[src/rtl/servo_pkg.sv]
// Shared servo-link definitions: position code type, decoder state encoding,
// nominal pulse widths and the helpers used to turn microseconds into cycles.
package servo_pkg;

    typedef logic [1:0] pos_t;

    typedef enum logic [1:0] {
        WAIT_LOW = 2'd0,
        IDLE     = 2'd1,
        HIGH     = 2'd2
    } dec_state_t;

    localparam int DEFAULT_CLOCK_FREQ = 12000000;

    // Nominal high times of the four position codes, shared with the transmitter.
    localparam int POS0_US = 500;
    localparam int POS1_US = 1000;
    localparam int POS2_US = 1500;
    localparam int POS3_US = 2000;

    localparam int HI_CNT_W  = 15;
    localparam int PER_CNT_W = 19;

    function automatic int cycPerUs(input int clockFreq);
        return clockFreq / 1000000;
    endfunction

    localparam int CYC_US = cycPerUs(DEFAULT_CLOCK_FREQ);

    // Decision thresholds sit halfway between neighbouring nominal widths.
    function automatic int midpointUs(input int aUs, input int bUs);
        return (aUs + bUs) / 2;
    endfunction

endpackage

[src/rtl/servo_pwm_decoder_sync_2ff.sv]
// Two-flop synchroniser that brings the asynchronous PWM pin into the clock domain.
module sync_2ff (
    input  logic i_clk,
    input  logic i_rst,
    input  logic i_d,
    output logic o_q
);

    logic r_meta;
    logic r_sync;

    // Double register the input; both stages clear to 0 on reset.
    always_ff @(posedge i_clk or posedge i_rst) begin
        if (i_rst) begin
            r_meta <= 1'b0;
            r_sync <= 1'b0;
        end else begin
            r_meta <= i_d;
            r_sync <= r_meta;
        end
    end

    assign o_q = r_sync;

endmodule

[src/rtl/servo_pwm_decoder.sv]
// Servo PWM receiver: measures each high pulse, decodes it to a 2-bit position,
// flags malformed pulses and drops signal_ok when the pulse train goes quiet.
module servo_pwm_decoder
    import servo_pkg::*;
#(
    parameter int CLOCK_FREQ   = DEFAULT_CLOCK_FREQ,
    parameter int MIN_PULSE_US = 250,
    parameter int MAX_PULSE_US = 2500,
    parameter int TIMEOUT_US   = 25000
) (
    input  logic       i_clk,
    input  logic       i_rst,
    input  logic       i_pwm_in,
    output logic [1:0] o_position,
    output logic       o_pos_valid,
    output logic       o_pulse_err,
    output logic       o_signal_ok
);

    localparam int CYC = cycPerUs(CLOCK_FREQ);

    localparam logic [HI_CNT_W-1:0]  MIN_CYC     = HI_CNT_W'(MIN_PULSE_US * CYC);
    localparam logic [HI_CNT_W-1:0]  MAX_CYC     = HI_CNT_W'(MAX_PULSE_US * CYC);
    localparam logic [HI_CNT_W-1:0]  TH_01       = HI_CNT_W'(midpointUs(POS0_US, POS1_US) * CYC);
    localparam logic [HI_CNT_W-1:0]  TH_12       = HI_CNT_W'(midpointUs(POS1_US, POS2_US) * CYC);
    localparam logic [HI_CNT_W-1:0]  TH_23       = HI_CNT_W'(midpointUs(POS2_US, POS3_US) * CYC);
    localparam logic [PER_CNT_W-1:0] TIMEOUT_CYC = PER_CNT_W'(TIMEOUT_US * CYC);

    logic                 w_pwm_s;
    logic                 r_pwm_d;
    logic                 w_rise;
    logic                 w_fall;
    logic                 r_rise;
    logic                 r_fall;
    logic [1:0]           r_fill;
    logic [HI_CNT_W-1:0]  r_hi_cnt;
    logic [PER_CNT_W-1:0] r_per_cnt;
    logic                 w_timeout_hit;

    dec_state_t r_state;
    dec_state_t w_state_next;

    pos_t r_position;
    logic r_pos_valid;
    logic r_pulse_err;
    logic r_signal_ok;
    pos_t w_pos_next;
    logic w_valid_next;
    logic w_err_next;
    logic w_ok_next;

    sync_2ff u_sync (
        .i_clk (i_clk),
        .i_rst (i_rst),
        .i_d   (i_pwm_in),
        .o_q   (w_pwm_s)
    );

    assign w_rise = w_pwm_s & ~r_pwm_d;
    assign w_fall = ~w_pwm_s & r_pwm_d;

    // Delay the synchronised level and register the edges so the FSM sees a clean strobe.
    always_ff @(posedge i_clk or posedge i_rst) begin
        if (i_rst) begin
            r_pwm_d <= 1'b0;
            r_rise  <= 1'b0;
            r_fall  <= 1'b0;
        end else begin
            r_pwm_d <= w_pwm_s;
            r_rise  <= w_rise;
            r_fall  <= w_fall;
        end
    end

    // Count cycles since reset until the synchroniser carries the real pin level;
    // until then its reset zeros would look like a low and let a partial pulse through.
    always_ff @(posedge i_clk or posedge i_rst) begin
        if (i_rst) begin
            r_fill <= 2'd0;
        end else if (r_fill != 2'd3) begin
            r_fill <= r_fill + 2'd1;
        end
    end

    // High-time counter: starts at 1 on the rising edge, holds its value while low.
    always_ff @(posedge i_clk or posedge i_rst) begin
        if (i_rst) begin
            r_hi_cnt <= '0;
        end else if (w_rise) begin
            r_hi_cnt <= HI_CNT_W'(1);
        end else if (w_pwm_s && (r_hi_cnt != '1)) begin
            r_hi_cnt <= r_hi_cnt + HI_CNT_W'(1);
        end
    end

    // Rise-to-rise period counter, saturating at the loss-of-signal limit.
    always_ff @(posedge i_clk or posedge i_rst) begin
        if (i_rst) begin
            r_per_cnt <= '0;
        end else if (w_rise) begin
            r_per_cnt <= '0;
        end else if (r_per_cnt != TIMEOUT_CYC) begin
            r_per_cnt <= r_per_cnt + PER_CNT_W'(1);
        end
    end

    assign w_timeout_hit = !w_rise && (r_per_cnt == (TIMEOUT_CYC - PER_CNT_W'(1)));

    function automatic pos_t classifyWidth(input logic [HI_CNT_W-1:0] width);
        if (width < TH_01) begin
            return 2'd0;
        end else if (width < TH_12) begin
            return 2'd1;
        end else if (width < TH_23) begin
            return 2'd2;
        end
        return 2'd3;
    endfunction

    // Decoder state register.
    always_ff @(posedge i_clk or posedge i_rst) begin
        if (i_rst) begin
            r_state <= WAIT_LOW;
        end else begin
            r_state <= w_state_next;
        end
    end

    // Next state and next outputs; a fall classified in the same cycle as the
    // timeout overrides it because its assignment to w_ok_next comes later.
    always_comb begin
        w_state_next = r_state;
        w_pos_next   = r_position;
        w_valid_next = 1'b0;
        w_err_next   = 1'b0;
        w_ok_next    = r_signal_ok;

        if (w_timeout_hit) begin
            w_ok_next = 1'b0;
        end

        case (r_state)
            WAIT_LOW: begin
                if ((r_fill == 2'd3) && !w_pwm_s) begin
                    w_state_next = IDLE;
                end
            end
            IDLE: begin
                if (r_rise) begin
                    w_state_next = HIGH;
                end
            end
            HIGH: begin
                if (r_fall) begin
                    w_state_next = IDLE;
                    if (r_hi_cnt < MIN_CYC) begin
                        w_err_next = 1'b1;
                        w_ok_next  = 1'b0;
                    end else begin
                        w_valid_next = 1'b1;
                        w_ok_next    = 1'b1;
                        w_pos_next   = classifyWidth(r_hi_cnt);
                    end
                end else if (r_hi_cnt >= MAX_CYC) begin
                    w_err_next   = 1'b1;
                    w_ok_next    = 1'b0;
                    w_state_next = WAIT_LOW;
                end
            end
            default: begin
                w_state_next = WAIT_LOW;
            end
        endcase
    end

    // Registered outputs.
    always_ff @(posedge i_clk or posedge i_rst) begin
        if (i_rst) begin
            r_position  <= 2'd0;
            r_pos_valid <= 1'b0;
            r_pulse_err <= 1'b0;
            r_signal_ok <= 1'b0;
        end else begin
            r_position  <= w_pos_next;
            r_pos_valid <= w_valid_next;
            r_pulse_err <= w_err_next;
            r_signal_ok <= w_ok_next;
        end
    end

    assign o_position  = r_position;
    assign o_pos_valid = r_pos_valid;
    assign o_pulse_err = r_pulse_err;
    assign o_signal_ok = r_signal_ok;

endmodule
[config.mk]
export PLATFORM = sky130hd
export DESIGN_NAME = servo_pwm_decoder
export DESIGN_NICKNAME = d
export VERILOG_FILES = /design/src/rtl/servo_pkg.sv /design/src/rtl/servo_pwm_decoder_sync_2ff.sv /design/src/rtl/servo_pwm_decoder.sv
export SDC_FILE = /design/constraint.sdc
export NUM_CORES = 1
export LEC_CHECK = 0
export CORE_MARGIN = 1.5
export CORE_UTILIZATION = 40
export DETAILED_ROUTE_END_ITERATION = 7
export GPL_TIMING_DRIVEN = 0
export PLACE_DENSITY = 0.56
export REMOVE_ABC_BUFFERS = 1
export SLEW_MARGIN = 30
export SYNTH_ARGS = -nofsm -noshare
export SYNTH_HDL_FRONTEND = slang
export SYNTH_SLANG_ARGS = --single-unit
[constraint.sdc]
create_clock -name i_clk -period 1.82 [get_ports i_clk]
set_input_delay 0.546 -clock i_clk [delete_from_list [all_inputs] [get_ports i_clk]]
set_output_delay 0.546 -clock i_clk [all_outputs]
set_load 0.02 [all_outputs]
Yosys cells after proc, flatten, opt, wreduce, memory -nomap -nowiden
Index checks and enable logic that the tools add are counted.

word-level totals
  register bits = 48
  bits in latches = 0
  bits in writable memories = 0
  ROM bits = 0
  input bits = 3
  output and inout bits = 5
  memories = 0

cells by class
  add/subtract/negate cells = 3
  multiply operators = 0
  divide/modulo/power cells = 0
  magnitude comparators = 5
  eq/ne operators = 10
  shift-type cells = 0
  multiplexer cells = 30
  bitwise logic cells = 5
  reductions and logical operators = 10

operators by type and width
  kind                                                                            count
  19-bit two-way mux                                                              2
  15-bit by 14-bit less-than comparator with 1-bit output, second input constant  2
  15-bit two-way mux                                                              2
  19-bit by 1-bit adder with 19-bit output, second input constant                 1
  19-bit == test, second input constant                                           1
  19-bit != test, second input constant                                           1
  1-bit two-way mux                                                               17
  2-bit two-way mux                                                               8
  15-bit by 1-bit adder with 15-bit output, second input constant                 1
  15-bit >= comparator, second input constant                                     1
  15-bit by 12-bit less-than comparator with 1-bit output, second input constant  1
  15-bit less-than comparator, second input constant                              1
  15-bit != test, second input constant                                           1
  2-bit != test, second input constant                                            3
  2-bit one-hot mux with 3 select lines                                           1
  3-bit AND reduction                                                             2
  2-bit == test, second input constant                                            2
  2-bit nonzero test                                                              2
  1-bit logical AND                                                               3
  3-bit != test, second input constant                                            1
  1-bit NOT                                                                       3
  2-bit by 1-bit adder with 2-bit output, second input constant                   1
  1-bit bitwise AND                                                               2
  2-bit by 1-bit == test with 1-bit output, second input constant                 1
  2 further kinds                                                                 3

Longest topological paths before layout
  depth in word-level cells = 8
  mapped depth = 6
  depth with buffers taken out = 6

Cells and area by module
From an unflattened synthesis, not the netlist that was laid out.

second synthesis, totals
  cell total of the unflattened synthesis = 277
  area, all modules = 2636.3 µm²

modules (own cells, without submodules)
  module             instances  cells each  area an instance (µm²)
  servo_pwm_decoder  1          274         2582.5
  sync_2ff           1          3           53.8

Worst setup path after synthesis
No wires, ideal clock.

  path kind = register to register
  from = reg r_per_cnt[0]
  to = reg r_per_cnt[1]
  arrival = 1523 ps
  path slack = 219 ps
  stages on the path, launching flop included = 7
  path buffers = 0
  period minus slack after synthesis = 1601 ps
  cells stage by stage = dfrtp_1 inv_1 ha_1 nand2_1 or4_4 or3_1 a21oi_1

on the way
  word-level cells in the longest chain between the ends = 3
  elaborated cells between the ends (all ways) = 5

RTL lines
  what                                      line                      text
  start, declared                           servo_pwm_decoder.sv:37   logic [PER_CNT_W-1:0] r_per_cnt;
  start signal, assigned                    servo_pwm_decoder.sv:103  r_per_cnt <= r_per_cnt + PER_CNT_W'(1);
  19-bit by 1-bit adder with 19-bit output  servo_pwm_decoder.sv:103
  19-bit two-way mux                        servo_pwm_decoder.sv:102  end else if (r_per_cnt != TIMEOUT_CYC) begin
  19-bit two-way mux                        servo_pwm_decoder.sv:100  end else if (w_rise) begin

Parallel ways exist; a longest one is shown, timed or not. The select of a mux whose other input is x is not followed.
A chain may end at the register's enable or synchronous reset.

Worst setup path after layout
  from = reg r_pulse_err, in the netlist o_pulse_err
  to = out o_pulse_err

RTL lines
  what                    line                      text
  start, declared         servo_pwm_decoder.sv:45   logic r_pulse_err;
  start signal, assigned  servo_pwm_decoder.sv:186  r_pulse_err <= w_err_next;
  end, declared           servo_pwm_decoder.sv:16   output logic o_pulse_err,

No word-level cell between the ends.

==> Implementation_results.wiki <==
{| class="wikitable"
! Metric !! Value
|-
| Sum of negative setup slack || 0 ns
|-
| Chip Width || between 80 and 90 um
|-
| Vias per inst || 5.915
|-
| Final setup vio count || 0
|-
| Worst-Skew Late Latency || roughly 0.30 ns
|-
| Worst R2R Path Depth || 3
|-
| Initial antenna violation count || 0
|-
| Count of vias placed by the detailed router || 2,017
|-
| Maximum clock frequency || 0.5652 GHz
|-
| Total internal power || 1.679 mW
|-
| Cell depth of the worst min-delay path || 0
|-
| Largest net degree at the start of global routing || 49
|-
| Final hold violation count || 0
|-
| Hold buffer count at CTS || 0
|-
| Iteration count of the initial detailed-routing pass || 4
|-
| Share of the clock period used by the worst path after layout || 97.22%
|-
| Remaining max-slew budget at the tightest pin || 59.90%
|-
| Wire length of the first global-routing pass || 9.273 mm
|-
| Library cell contributing the largest single delay on the critical path || clkdlybuf4s50_1
|-
| TritonCTS clock tree || yes
|-
| Total count of max-transition violations in the final report || 0
|-
| Psw || 0.5886 mW
|-
| Die footprint || 0.007061 mm^2
|-
| Final antenna-violating net count || 0
|-
| IO Count || 8
|-
| Maximum buffer depth of the clock tree || 2
|-
| Chain of cells forming the critical path || clkdlybuf4s50_1
|-
| Register bit count reported by yosys || 48
|-
| Mean post-synth cell area || 9.763 um^2
|-
| Vert. Die Dim || 84.03 um
|-
| Total gr overflow || 0
|-
| Layout net count || between 200 and 300
|-
| Post-synth top flop || dfrtp_1
|-
| Number of levels the H-tree was split into || 2
|-
| Worst min-delay path category || reg -> reg
|-
| Cell family contributing the most delay on the critical path || buffers and inverters
|-
| Fraction of power spent switching nets || 25.96%
|-
| Slew @ Worst Pin || roughly 0.60 ns
|-
| Result of the run || complete, no violations
|-
| Power density relative to cell area || 794.1 mW/mm^2
|-
| Maximum VDD drop || about 0.00034 V
|-
| Leakage power total || 1.195 nW
|-
| Via count of the first global-routing pass || 1,868
|-
| FFs w/ async S/R, synth || 100.0%
|-
| Period minus WS final || 1.769 ns
|-
| Endpoint of the most critical register-to-register path || r_hi_cnt[2]
|-
| Final weighted congestion of routability-driven global placement || 0.7551
|-
| Clk Tree Root Cell || clkbuf_8
|-
| Gate power share || 10.2%
|-
| Number of enable-type register cells in the synthesized netlist || 0
|-
| Share of synthesized area occupied by flip-flops and latches || 45.74%
|-
| Crit path arrival time || 1.22 ns
|-
| Buffers inserted by post-CTS timing repair || 0
|-
| Clock network fraction of design power || 36.4%
|-
| Skew final || 0.01330 ns
|-
| Number of instances in the synthesized netlist || 269
|-
| Number of distinct library cells after synthesis || a little over 60
|-
| Finished Layout Cells || approximately 340
|-
| Final hold slack || 0.3572 ns
|-
| Worst stage delay on the critical path || 0.59 ns
|-
| Post-synthesis instance area || approximately 0.0026 mm^2
|-
| Placeable core area || 0.006350 mm^2
|-
| Min-delay src || u_sync.r_meta
|-
| Overall global routing resource usage || 15.91%
|-
| Max FO, Critical Path || 1
|-
| Average wire per cell in the routed design || 15.33 um
|-
| Maxcap violations || 0
|-
| Site row count || 29
|-
| Fraction of layout instances using a drive strength above 1 || between 10% and 20%
|-
| Initial cell density of the core || 41.36%
|-
| Area Growth Syn to Fin || 8.718%
|-
| YS warnings || 0
|-
| Number of buffer cells added on primary ports || 7
|-
| Iter 0 DRT Violations || 156
|-
| End point of the most critical hold path || u_sync.o_q
|-
| Count of inserted antenna diode cells || 0
|-
| DRC || 0
|-
| Detail Placement HPWL || 3.482 mm
|-
| Overall routed net length || 5.228 mm
|-
| CP Launch Type || flop
|-
| Post-Place Cell Area || 0.002688 mm^2
|-
| Inst Count DP || between 300 and 400
|-
| Part of the total power dissipated in sequential elements || 53.5%
|-
| Reg-to-reg slack, setup || 0.08 ns
|-
| Setup repair after global routing missed its margin || true
|-
| Element type at the critical path end || output pin
|-
| Worst Path Required || about 1.3 ns
|-
| Classification of the worst setup path || reg -> out
|-
| Fin area || 0.002855 mm^2
|-
| Clock buffers created by TritonCTS || 5
|-
| R2R Path Start || r_hi_cnt[11]
|-
| CTS Sinks || 48
|-
| Combined buffer and inverter count along the critical path || 1
|-
| Clock transition at the register clock pins on the worst setup and hold paths after CTS || 0.10 ns
|}
registers in the layout, indices dropped and copies added (netlist names):
| name | count |
|---|---|
| o_position | 2 |
| u_sync.r_meta | 1 |
| o_signal_ok | 1 |
| o_pulse_err | 1 |
| u_sync.o_q | 1 |
| r_pwm_d | 1 |
| r_state | 2 |
| r_per_cnt | 19 |
| r_fall | 1 |
| r_fill | 2 |
| r_rise | 1 |
| o_pos_valid | 1 |
| r_hi_cnt | 15 |
placed cells by master (no fill, tap or decap), types with 2 or more instances in the layout:
master           count
a211oi_1             2
a21oi_1             16
a311oi_1             2
a31oi_1              5
and2_1               5
and3_1               3
and3_2               2
and4_1               4
clkbuf_8             6
clkdlybuf4s50_1      3
dfrtp_1             40
dfrtp_2              8
dlygate4sd2_1        2
dlymetal6s2s_1       2
ha_1                 4
inv_1                9
inv_4                2
nand2_1             14
nand2b_1             4
nand3_1             15
nand4_1              8
nand4b_1             2
nor2_1              15
nor3_1               5
nor4b_1              3
o211ai_1             2
o21a_1               2
o21ai_0             10
o22ai_1              3
o31ai_1              6
o41a_1               2
or3_1                8
or4_1                4
or4_4                2
xnor2_1              2
xor2_1              10
through the flow:
step | util (%) | setup slack, ns | power (mW)
global placement | 42.29 | -0.9108 | 1.455
finish | 44.97 | 0.05065 | 2.267
floorplan | - | 0.08583 | 1.395
CTS | 44.28 | 0.0002806 | 2.291
detailed placement | 42.33 | -0.2245 | 1.463
global route | 44.97 | -0.06270 | 2.399
cells by family after synthesis:
| group | synth area share [%] |
|---|---|
| adder cells (fa/ha/maj) | 2.382 |
| XOR/XNOR | 4.002 |
| buffers and inverters | 5.669 |
| flip-flops | 45.74 |
| multiplexers | 0.8099 |
| AO/OA/AOI/OAI | 17.63 |
| AND/OR/NAND/NOR | 23.77 |
repair_timing:
action                                  CTS  global route
pin swaps                                 0             1
endpoints found under the setup margin    5            18
resized for setup                         4            16
cell usage after synthesis, types with 2 or more instances:
cell | count | area share, %
a31oi_1 | 5 | 1.2
o211ai_1 | 2 | 0.57
and4_1 | 5 | 1.7
o21ai_0 | 10 | 1.9
a21oi_1 | 16 | 3.0
nand3_1 | 15 | 2.9
xnor2_1 | 2 | 0.67
o22ai_1 | 3 | 0.71
and2_1 | 5 | 1.2
nor3_1 | 5 | 0.95
or3_1 | 8 | 1.9
nand4_1 | 8 | 1.9
nand2b_1 | 5 | 1.2
a311oi_1 | 2 | 0.67
o21a_1 | 2 | 0.57
nand4b_1 | 2 | 0.67
and3_1 | 4 | 0.95
nor4b_1 | 3 | 1.0
o31ai_1 | 6 | 1.7
nor2_1 | 15 | 2.1
nand2_1 | 14 | 2.0
ha_1 | 5 | 2.4
or4_1 | 4 | 1.1
inv_1 | 11 | 1.6
a211oi_1 | 2 | 0.57
buf_2 | 11 | 2.1
dfrtp_1 | 48 | 46
xor2_1 | 10 | 3.3
o41a_1 | 2 | 0.86
clkbuf_1 | 5 | 0.71
buf_6 | 2 | 0.86
or4_4 | 2 | 0.86
layer usage:
metal	global-route usage (%)	up-vias	wire [um]	share of wire, %
li1	-	984	-	-
met1	22.90	1010	2622	50
met2	24.87	19	2453	47
met3	2.671	4	112	2.1
met4	4.024	0	39	0.75
met5	0	-	0	0
worst max-delay path by stage:
stage                      start             to  slack [ns]  depth (start not counted)
floorplan             u_sync.o_q    r_hi_cnt[6]        0.09                          4
global placement           i_rst  o_position[1]       -0.91                          2
finish               o_pulse_err    o_pulse_err        0.05                          1
detailed placement    u_sync.o_q    r_hi_cnt[6]       -0.22                          4
CTS                  o_signal_ok    o_signal_ok      0.0003                          1
global route        r_hi_cnt[11]    r_hi_cnt[2]       -0.06                          3
power groups by stage:
stage	Clock, mW	Sequential (mW)	Combinational (mW)
floorplan	0	1.21	0.182
global placement	0	1.23	0.226
detailed placement	0	1.23	0.231
CTS	0.847	1.21	0.233
global route	0.899	1.23	0.273
finish	0.824	1.21	0.230
layout make-up:
cell class / count / area [um^2]
sequential: 48 / 1211
multi-input combinational: 190 / 1308
timing repair buffer: 7 / 72.57
inverter: 11 / 46.29
tap: 77 / 96.34
clock inverter: 2 / 38.79
clock buffer: 6 / 82.58
fill: 621 / 3495
Power figures use the tool's default switching activity.
